## config.mk

```make
export PLATFORM = sky130hd
export DESIGN_NAME = rx_crc_check
export DESIGN_NICKNAME = d
export VERILOG_FILES = /design/src/rtl/rx_crc_check.sv
export SDC_FILE = /design/constraint.sdc
export NUM_CORES = 1
export LEC_CHECK = 0
export BUFFER_PORTS_ARGS = -buffer_cell sky130_fd_sc_hd__buf_2
export CAP_MARGIN = 10
export CELL_PAD_IN_SITES_DETAIL_PLACEMENT = 1
export CELL_PAD_IN_SITES_GLOBAL_PLACEMENT = 2
export CORE_ASPECT_RATIO = 1.75
export CORE_MARGIN = 10
export CORE_UTILIZATION = 41
export CTS_CLUSTER_SIZE = 8
export DETAILED_ROUTE_END_ITERATION = 7
export HOLD_SLACK_MARGIN = 0.12
export PLACE_DENSITY_LB_ADDON = 0.1
export SLEW_MARGIN = 5
export SYNTH_ARGS = -nofsm -noshare
export SYNTH_HDL_FRONTEND = slang
export SYNTH_SLANG_ARGS = --single-unit
```

## constraint.sdc

```tcl
create_clock -name clock -period 20.5 [get_ports clock]
set_input_delay 0 -clock clock [delete_from_list [all_inputs] [get_ports clock]]
set_output_delay 0 -clock clock [all_outputs]
set_load 0.01 [all_outputs]
```

## src/rtl/rx_crc_check.sv

```systemverilog
// Receive FCS/length checker: CRC-32 over the kept payload bytes, flags bad frames in tuser on tlast.
// Define RX_CRC_CHECK_STATS_EN to add the frame / CRC-error / length-error counters.
module rx_crc_check #(
    parameter int DATA_BYTES      = 8,
    parameter int DATA_BITS       = DATA_BYTES*8,
    parameter int MIN_FRAME_BYTES = 60,
    parameter int MAX_FRAME_BYTES = 1514
) (
    input  logic                  clock,
    input  logic                  reset,
    input  logic [DATA_BITS-1:0]  saxis_tdata,
    input  logic                  saxis_tvalid,
    output logic                  saxis_tready,
    input  logic [DATA_BYTES-1:0] saxis_tkeep,
    input  logic                  saxis_tlast,
    input  logic                  saxis_tuser,
    input  logic [31:0]           crc_in,
    output logic [DATA_BITS-1:0]  maxis_tdata,
    output logic                  maxis_tvalid,
    input  logic                  maxis_tready,
    output logic [DATA_BYTES-1:0] maxis_tkeep,
    output logic                  maxis_tlast,
    output logic                  maxis_tuser
`ifdef RX_CRC_CHECK_STATS_EN
    ,
    output logic [31:0]           frame_count,
    output logic [31:0]           crc_error_count,
    output logic [31:0]           length_error_count
`endif
);

    localparam logic [31:0] CRC_INIT = 32'hFFFF_FFFF;
    localparam logic [31:0] CRC_POLY = 32'hEDB8_8320;
    localparam logic [15:0] MIN_LEN  = 16'(MIN_FRAME_BYTES);
    localparam logic [15:0] MAX_LEN  = 16'(MAX_FRAME_BYTES);

    logic [31:0]           crc_q, crc_d, crc_fold;
    logic [15:0]           cnt_q, cnt_d, keep_cnt, len_total;
    logic [16:0]           cnt_sum;
    logic                  accept, fcs_ok, len_bad;

    logic [DATA_BITS-1:0]  tdata_q;
    logic [DATA_BYTES-1:0] tkeep_q;
    logic                  tvalid_q, tlast_q, tuser_q;

    function automatic logic [31:0] crc_byte(input logic [31:0] c, input logic [7:0] b);
        logic [31:0] r;
        r = c ^ {24'h0, b};
        for (int k = 0; k < 8; k++) begin
            r = r[0] ? ((r >> 1) ^ CRC_POLY) : (r >> 1);
        end
        return r;
    endfunction

    assign saxis_tready = !tvalid_q || maxis_tready;
    assign accept       = saxis_tvalid && saxis_tready;

    // Bytes are folded in wire order; unkept bytes are skipped entirely.
    always_comb begin
        crc_fold = crc_q;
        keep_cnt = '0;
        for (int i = 0; i < DATA_BYTES; i++) begin
            if (saxis_tkeep[i]) begin
                crc_fold = crc_byte(crc_fold, saxis_tdata[8*i +: 8]);
                keep_cnt = keep_cnt + 16'd1;
            end
        end
    end

    assign cnt_sum   = {1'b0, cnt_q} + {1'b0, keep_cnt};
    assign len_total = cnt_sum[16] ? 16'hFFFF : cnt_sum[15:0];
    assign fcs_ok    = (~crc_fold == crc_in);
    assign len_bad   = (len_total < MIN_LEN) || (len_total > MAX_LEN);

    always_comb begin
        crc_d = crc_q;
        cnt_d = cnt_q;
        if (accept) begin
            if (saxis_tlast) begin
                crc_d = CRC_INIT;
                cnt_d = '0;
            end else begin
                crc_d = crc_fold;
                cnt_d = len_total;
            end
        end
    end

    always_ff @(posedge clock or posedge reset) begin
        if (reset) begin
            crc_q    <= CRC_INIT;
            cnt_q    <= '0;
            tvalid_q <= 1'b0;
            tdata_q  <= '0;
            tkeep_q  <= '0;
            tlast_q  <= 1'b0;
            tuser_q  <= 1'b0;
        end else begin
            crc_q <= crc_d;
            cnt_q <= cnt_d;
            if (accept) begin
                tvalid_q <= 1'b1;
                tdata_q  <= saxis_tdata;
                tkeep_q  <= saxis_tkeep;
                tlast_q  <= saxis_tlast;
                tuser_q  <= saxis_tuser | (saxis_tlast & (!fcs_ok | len_bad));
            end else if (maxis_tready) begin
                tvalid_q <= 1'b0;
            end
        end
    end

    assign maxis_tvalid = tvalid_q;
    assign maxis_tdata  = tdata_q;
    assign maxis_tkeep  = tkeep_q;
    assign maxis_tlast  = tlast_q;
    assign maxis_tuser  = tuser_q;

`ifdef RX_CRC_CHECK_STATS_EN
    logic [31:0] frame_cnt_q, crc_err_cnt_q, len_err_cnt_q;

    always_ff @(posedge clock or posedge reset) begin
        if (reset) begin
            frame_cnt_q   <= '0;
            crc_err_cnt_q <= '0;
            len_err_cnt_q <= '0;
        end else if (accept && saxis_tlast) begin
            frame_cnt_q <= frame_cnt_q + 32'd1;
            if (!fcs_ok) begin
                crc_err_cnt_q <= crc_err_cnt_q + 32'd1;
            end
            if (len_bad) begin
                len_err_cnt_q <= len_err_cnt_q + 32'd1;
            end
        end
    end

    assign frame_count        = frame_cnt_q;
    assign crc_error_count    = crc_err_cnt_q;
    assign length_error_count = len_err_cnt_q;
`endif

endmodule

```

==> impl_metrics.py, run 1 <==
metrics = {
    "setup_path": {
        "cp_common_cell": "xnor3_1",
        "max_stage_delay_ns": 0.85,
        "start_kind": "flip-flop",
        "end_kind": "flip-flop",
        "reg2reg_depth": 29,
        "slowest_stage": "or4b_1",
        "cp.required_ns": 20.85,
        "r2r_start": "crc_q[2]",
        "r2r_slack_ns": 6.99,
        "critPathKind": "flip-flop to flip-flop",
        "crit_arrival_ns": 13.85,
        "critPathMaxFanout": 15,
        "startpoint": "crc_q[2]",
        "r2r_end": "maxis_tuser",
    },
    "floorplanning": {
        "die-height_um": 318,
        "dieArea_um2": 60700,
        "num_rows": 109,
        "die_w_um": 191,
        "initial_core_util": 0.414,
        "core_area_um2": 50500,
        "io_pins": 186,
    },
    "cts": {
        "numCtsBuffers": 17,
        "cts_tree": "done",
        "post_cts_buffers": 0,
        "clock_sinks": 123,
        "clockBufferDepth": 2,
        "cts-root-buf": "clkbuf_16",
        "clock_latency_ns": 0.47,
        "htreeDepth": 4,
        "path_clk_slew_ns": 0.08,
    },
    "drt": {
        "wirelength_met1_um": 32700,
        "met3WireLength_um": 2690,
        "ant_nets": 0,
        "vias_per_cell": 5.94,
        "via_count": 19600,
        "route.detailed.drc": 0,
        "drt_iter0_drc": 1042,
        "dr_wl_met2_um": 47500,
        "wl_per_cell_um": 27.5,
        "dr.pass1.iters": 5,
        "routed.top_layer": "met4",
        "finalWirelength_um": 90700,
    },
    "synth": {
        "ys_top_cells_by_area": "xnor2_1 (14%), xnor3_1 (11%), dfrtp_1 (11%)",
        "avgSynthCellArea_um2": 8.56,
        "synth_top_area_frac": 0.137,
        "ys_seq_elements": 123,
        "synth_ff_type": "dfrtp_1",
        "synth_area_um2": 20900,
        "synth-seq-area-share": 0.149,
        "synthArstFlopShare": 1.00,
        "yosys_warnings": 0,
        "synth_enable_flop_cells": 0,
        "synth_top_area_cell": "xnor2_1",
        "ys_types": 117,
        "synthCells": 2439,
    },
    "grt": {
        "grt_max_degree": 67,
        "antenna_found_initial": 0,
        "grt_pass1_vias": 21200,
        "grt_overflow_total": 0,
        "grt_pass1_wl_um": 136000,
        "gr-usage-all-layers": 0.296,
    },
    "final_layout": {
        "nets": 2740,
        "area_delta_synth_final_pct": 13.3,
        "layout_common_cells": "xnor2_1 (327), nand2_1 (322), nor2_1 (196)",
        "drive_above_1_share": 0.163,
        "layout_commonest_cell": "xnor2_1",
    },
    "timing": {
        "maxSlewHeadroom": 0.0766,
        "finalSetupTns_ns": 0,
        "fmax_mhz": 74.0,
        "report.final.slew_viol_count": 0,
        "setup_viol": 0,
        "post-route-period-util": 0.659,
        "max_slew.worst_pin.slew_ns": 1.37,
        "final-hold-violation-count": 0,
        "rsz0062_at_grt": "false",
        "skew_ns": 0.0187,
        "min_period_ns": 13.51,
    },
    "place": {
        "gp_congestion": 1.02,
        "port_buffers": 185,
        "place_hpwl_um": 73300,
    },
    "job": {
        "cap_violations": 0,
    },
    "status": {
        "status": "finished, final reports clean",
    },
    "hold_path": {
        "min_path_type": "input pin to asynchronous set/reset pin",
    },
}
## worst max path at each step
stage          slack [ns]          end
2_1_floorplan       10.48  maxis_tuser
3_3_place_gp         7.93  maxis_tuser
3_5_place_dp         7.62  maxis_tuser
4_1_cts              7.13  maxis_tuser
5_1_grt              6.48  maxis_tuser
6_report             6.99  maxis_tuser
## critical path: cells and delay by family (launching register included)
| kind | cells | cell delay [ns] |
|---|---|---|
| simple gates | 8 | 3.90 |
| buf+inv | 1 | 0.58 |
| xor+xnor | 11 | 5.28 |
| compound gates | 8 | 2.60 |
| flops | 1 | 0.66 |
| mux | 1 | 0.33 |
## flip-flops by register name (all words and copies together) (netlist names)
name and count:
maxis_tvalid 1, cnt_q 16, maxis_tuser 1, maxis_tkeep 8
maxis_tdata 64, maxis_tlast 1, crc_q 32
## metal layers
| layer | up-vias | track usage |
|---|---|---|
| li1 | 9077 | - |
| met1 | 9770 | 0.304 |
| met2 | 502 | 0.535 |
| met3 | 217 | 0.0287 |
| met4 | 0 | 0.230 |
| met5 | - | 0 |
## synthesized netlist by cell type, drive strengths merged (30+ instances only)
cell / count
a211oi: 39
a21oi: 132
buf: 53
clkbuf: 84
dfrtp: 91
dfstp: 32
inv: 41
mux2: 30
mux2i: 120
nand2: 325
nand3: 50
nand4: 32
nor2: 197
nor3: 46
nor4: 32
o21ai: 92
xnor2: 355
xnor3: 108
xor2: 104
## layout make-up
cell class,count,area [um2]
clock inverter,15,173
timing repair buffer,291,1900
multi-input combinational,2136,17000
antenna,1,2.50
fill,6039,26800
clock buffer,17,425
inverter,45,174
sequential,123,3120
tap,666,833
## cell families after synthesis
kind of cell | count (synthesis) | synth area share
AO/OA/AOI/OAI | 535 | 0.185
XOR/XNOR | 582 | 0.346
AND/OR/NAND/NOR | 850 | 0.196
buffers and inverters | 182 | 0.0357
other | 1 | 0.000180
adder cells (fa/ha/maj) | 16 | 0.00995
flip-flops | 123 | 0.149
multiplexers | 150 | 0.0771
## what timing repair did
item	in CTS	in global routing
hold endpoints to repair	138	0
resized for setup	0	0
hold buffers	71	0
## per-stage QoR
step / cell area, um2 / std cells / hold WS (ns) / setup WS, ns / util
2_1_floorplan: 20900 / 2441 / 0.105 / 10.48 / -
3_3_place_gp: 22300 / 3190 / 0.102 / 7.93 / 0.443
3_5_place_dp: 22300 / 3190 / 0.117 / 7.62 / 0.443
4_1_cts: 23600 / 3293 / 0.157 / 7.13 / 0.469
5_1_grt: 23600 / 3293 / 0.199 / 6.48 / 0.469
6_report: 23700 / 3294 / 0.140 / 6.99 / 0.469
Power of run 1 is not shown: default switching activity piles up to over one toggle a cycle in this logic, so the estimate is an artifact.
==> inputs of run 2 (changes only) <==
- CORE_UTILIZATION: 41 -> 35
- clock period: 20.5 -> 11 ns (I/O delays scaled with it)
==> run 2 against run 1 <==
  * Sequential share of layout area shrank 0.71 points
  * Register-to-register slack got worse by 6.6 ns
  * First-iteration DRC count down 5.5%
  * Hold slack better by 0.032 ns
  * Count of clock-buffer cells in the layout rose by 1
==> impl_metrics.py, run 2 (same netlist as run 1, synthesis figures left out) <==
metrics = {
    "hold_path": {
        "whs_path_depth": 5,
        "min_path_type": "input pin to flip-flop",
    },
    "place": {
        "port_buffers": 185,
        "gp_congestion": 0.970,
        "place_hpwl_um": 81300,
        "placed_cells": 3422,
    },
    "final_layout": {
        "layout_common_cells": "nand2_1 (321), xnor2_1 (320), nor2_1 (194)",
        "diodes": 0,
        "nets": 2872,
        "layout_commonest_cell": "nand2_1",
        "num-fill-cells": 7038,
        "layout.cells.non_filler": 3539,
        "area_delta_synth_final_pct": 19.7,
        "largest_register_ff_count": 64,
        "drive_above_1_share": 0.211,
    },
    "drt": {
        "finalWirelength_um": 98300,
        "drt_iter0_drc": 985,
        "dr.pass1.iters": 5,
        "route.detailed.drc": 0,
        "vias_per_cell": 5.60,
        "wl_per_cell_um": 27.8,
        "ant_nets": 0,
        "via_count": 19800,
    },
    "grt": {
        "grt_pass1_wl_um": 144000,
        "antenna_found_initial": 0,
        "gr-usage-all-layers": 0.278,
        "grt_pass1_vias": 21400,
        "grt_max_degree": 81,
        "grt_overflow_total": 0,
    },
    "setup_path": {
        "max_stage_delay_ns": 0.67,
        "cp.required_ns": 11.36,
        "reg2reg_depth": 31,
        "critPathKind": "flip-flop to flip-flop",
        "end_kind": "flip-flop",
        "crit_buf_inv": 2,
        "critPathTopFamily": "XOR/XNOR gates",
        "crit_arrival_ns": 10.98,
        "start_kind": "flip-flop",
        "slowest_stage": "or4b_1",
        "critPathMaxFanout": 10,
        "cp.depth": 31,
    },
    "timing": {
        "report.final.slew_viol_count": 0,
        "fmax_mhz": 94.2,
        "maxSlewHeadroom": 0.131,
        "skew_ns": 0.0164,
        "min_period_ns": 10.62,
        "rsz0062_at_grt": "false",
        "max_slew.worst_pin.slew_ns": 1.29,
        "final-hold-violation-count": 0,
        "post-route-period-util": 0.965,
        "setup_viol": 0,
    },
    "cts": {
        "cts-root-buf": "clkbuf_16",
        "clock_latency_ns": 0.50,
        "path_clk_slew_ns": 0.07,
        "htreeDepth": 4,
        "numCtsBuffers": 17,
        "clockBufferDepth": 2,
        "cts_tree": "done",
        "clock_sinks": 123,
    },
    "status": {
        "status": "finished, final reports clean",
    },
    "floorplanning": {
        "die-height_um": 343,
        "die_w_um": 205,
        "initial_core_util": 0.353,
        "io_pins": 186,
        "core_area_um2": 59200,
        "num_rows": 118,
        "dieArea_um2": 70200,
    },
    "job": {
        "cap_violations": 0,
    },
}
run 2: changes by cell type in the layout (fill, tap and decap cells not counted), moves of 3 or more:
cell / before / now
xnor2_1: 327 / 320
xnor3_1: 105 / 102
buf_4: 35 / 159
xnor2_2: 16 / 19
mux2i_1: 115 / 111
xnor2_4: 12 / 16
xnor3_2: 3 / 6
dlygate4sd3_1: 71 / 78
mux2i_2: 0 / 4
run 2: worst paths after layout:
kind	start	endpoint	slack, ns
worst max-delay path	crc_q[6]	maxis_tuser	0.38
min in group asynchronous	reset	maxis_tdata[63]	0.21
worst max register to register	crc_q[6]	maxis_tuser	0.38
max in group asynchronous	reset	maxis_tdata[46]	9.58
worst min register to register	maxis_tdata[34]	maxis_tdata[34]	0.47
worst min-delay path	crc_in[7]	maxis_tuser	0.17
run 2: metrics by stage:
step	setup TNS (ns)	cell area, um2	worst slack (ns)	hold slack, ns	utilization
2_1_floorplan	0	20900	0.984	0.105	-
3_3_place_gp	-0.00739	23400	-0.00739	0.212	0.395
3_5_place_dp	-0.157	23400	-0.157	0.214	0.395
4_1_cts	0	24800	0.0151	0.128	0.418
5_1_grt	0	25000	0.0129	0.219	0.422
6_report	0	25000	0.381	0.171	0.422
run 2: area by class of cell:
class | instances | area, um2 | area share
Clock inverter | 14 | 159 | 0.00636
Sequential cell | 123 | 3120 | 0.125
Inverter | 45 | 174 | 0.00696
Multi-Input combinational cell | 2136 | 17200 | 0.689
Tap cell | 780 | 976 | 0.0391
Timing Repair Buffer | 423 | 2920 | 0.117
Clock buffer | 18 | 429 | 0.0172
run 2: worst min-delay path: cells and delay by family:
kind            cells  cell delay (ns)
compound gates      2             0.36
buf+inv             2             0.17
simple gates        1             0.07
run 2: per-layer routing:
metal | track usage | share of wire
met5 | 0 | 0
met2 | 0.518 | 0.53
met4 | 0.193 | 0.077
met1 | 0.285 | 0.37
met3 | 0.0250 | 0.022
run 2: repair_timing:
item	4_1_cts	5_1_grt
endpoints found under the setup margin	1	2
hold buffers	78	0
pin swaps	0	3
resized for setup	4	33
buffers inserted	0	7
hold endpoints to repair	127	0
Power of run 2 is left out for the same reason.
==> inputs of run 3 (changes only) <==
- RECOVER_POWER: unset -> 50
- clock period: 11 -> 9.3 ns (I/O delays scaled with it)
==> run 3 against run 2 <==
  * The flow now finishes with violations (capacitance limit, slew limit, setup timing)
  * Utilization up 8.5 points
  * Final area grew 20%
  * Critical path depth did not move
  * Final cell count rose by 15%
  * Non-clock buffer count is 518 higher
  * Critical endpoint unchanged
  * Fmax increased by 11%
  * Highest routed layer unchanged
  * Register-to-register slack got worse by 0.62 ns
  * First-iteration DRC count up 14%
  * Via count increased by 12%
  * Setup slack worse by 0.62 ns
  * Global-route usage grew 1.8 points
  * Count of clock-buffer cells in the layout unchanged
==> impl_metrics.py, run 3 (same netlist as run 1, synthesis figures left out) <==
metrics = {
    "status": {
        "status": "finished, violations left",
        "violations": "capacitance limit, slew limit, setup timing",
    },
    "timing": {
        "setup_viol": 1,
        "setup_slack_ns": -0.242,
        "max_slew.worst_pin.slew_ns": 4.48,
        "report.final.slew_viol_count": 86,
        "finalSetupTns_ns": -0.242,
        "fmax_mhz": 105,
        "rsz0062_at_grt": "true",
        "final-hold-violation-count": 0,
        "skew_ns": 0.0183,
        "min_period_ns": 9.54,
        "maxSlewHeadroom": -2.00,
        "post-route-period-util": 1.03,
        "worst_hold_slack_ns": 0.160,
    },
    "floorplanning": {
        "die_w_um": 205,
        "die-height_um": 343,
        "initial_core_util": 0.353,
        "io_pins": 186,
        "num_rows": 118,
        "dieArea_um2": 70200,
        "core_area_um2": 59200,
    },
    "grt": {
        "gr-usage-all-layers": 0.296,
        "grt_max_degree": 86,
        "grt_pass1_wl_um": 155000,
        "grt_overflow_total": 0,
        "grt_pass1_vias": 24500,
        "antenna_found_initial": 0,
    },
    "final_layout": {
        "layout_commonest_cell": "buf_4",
        "drive_above_1_share": 0.357,
        "diodes": 0,
        "area_delta_synth_final_pct": 43.8,
        "largest_register_ff_count": 64,
        "nets": 3390,
        "layout_common_cells": "buf_4 (664), nand2_1 (320), xnor2_1 (302)",
    },
    "setup_path": {
        "cp.required_ns": 9.66,
        "crit_arrival_ns": 9.90,
        "end_kind": "flip-flop",
        "start_kind": "flip-flop",
        "r2r_end": "maxis_tuser",
        "critPathMaxFanout": 5,
        "critPathKind": "flip-flop to flip-flop",
        "crit_path_end": "maxis_tuser",
        "r2r_start": "crc_q[5]",
        "reg2reg_depth": 31,
        "cp_common_cell": "xnor3_2",
        "r2r_slack_ns": -0.24,
        "startpoint": "crc_q[5]",
        "max_stage_delay_ns": 0.58,
        "slowest_stage": "dfstp_2",
    },
    "drt": {
        "vias_per_cell": 5.48,
        "dr.pass1.iters": 7,
        "drt_iter0_drc": 1124,
        "wl_per_cell_um": 26.0,
        "via_count": 22200,
        "met3WireLength_um": 2520,
        "ant_nets": 0,
        "route.detailed.drc": 0,
        "routed.top_layer": "met4",
        "dr_wl_met2_um": 56900,
        "finalWirelength_um": 105000,
        "wirelength_met1_um": 37000,
    },
    "cts": {
        "clock_sinks": 123,
        "cts-root-buf": "clkbuf_16",
        "clockBufferDepth": 2,
        "path_clk_slew_ns": 0.08,
        "clock_latency_ns": 0.49,
        "htreeDepth": 4,
        "numCtsBuffers": 17,
        "cts_tree": "done",
    },
    "job": {
        "cap_violations": 1,
    },
    "place": {
        "port_buffers": 185,
        "place_hpwl_um": 85900,
        "gp_congestion": 1.00,
    },
    "hold_path": {
        "min_path_type": "input pin to flip-flop",
    },
}
==> run 3: cell types whose count changed in the layout (fill, tap and decap cells not counted), sizes merged <==
cell         previous run  this run
dlygate4sd3            78        74
bufinv                  2         1
buf                   345       791
clkbuf                 18        94
clkinv                  8         6
clkinvlp                1         4
==> run 3: worst min path at each step <==
stage                        start             end  slack, ns  cells past startpoint
floorplan           saxis_tdata[0]  maxis_tdata[0]       0.11                      2
global placement             reset  maxis_tdata[3]       0.24                      2
detailed placement           reset  maxis_tdata[4]       0.26                      2
CTS                      crc_in[5]     maxis_tuser       0.12                      5
global route             crc_in[5]     maxis_tuser       0.18                      5
finish                   crc_in[5]     maxis_tuser       0.16                      5
==> run 3: routing by layer <==
metal | track usage | up-vias
met5 | 0 | -
met2 | 0.564 | 488
met3 | 0.0297 | 260
met1 | 0.287 | 11100
li1 | - | 10400
met4 | 0.219 | 0
==> run 3: per-stage QoR <==
step / std cells / setup WS (ns) / util / area [um2]
5_1_grt: 4057 / -0.621 / 0.507 / 30000
3_5_place_dp: 3905 / -0.853 / 0.461 / 27300
6_report: 4057 / -0.242 / 0.507 / 30000
2_1_floorplan: 2441 / -0.106 / - / 21100
4_1_cts: 4043 / -0.231 / 0.498 / 29500
3_3_place_gp: 3905 / -0.559 / 0.461 / 27300
==> run 3: critical path, delay by kind of cell (launching register included) <==
| family | cells | cell delay [ns] |
|---|---|---|
| muxes | 3 | 0.86 |
| DFF | 1 | 0.58 |
| xor gates and xnor gates | 9 | 2.98 |
| and+or+nand+nor | 7 | 1.87 |
| AOI/OAI and AO/OA | 10 | 2.73 |
| buffers and inverters | 2 | 0.35 |
==> run 3: layout make-up <==
class | count | area [um2]
sequential | 123 | 3120
timing repair buffer | 941 | 6810
tap | 780 | 976
clock buffer | 18 | 439
clock inverter | 14 | 150
inverter | 45 | 170
multi-input combinational | 2136 | 18300
fill | 7019 | 29200
==> run 3: what timing repair did <==
item	in CTS	in global routing
resized for setup	118	98
setup buffers	32	14
hold buffers	74	0
pin swaps	54	29
setup endpoints to repair	29	24
endpoints found under the hold margin	166	0
Power of run 3 is left out for the same reason.
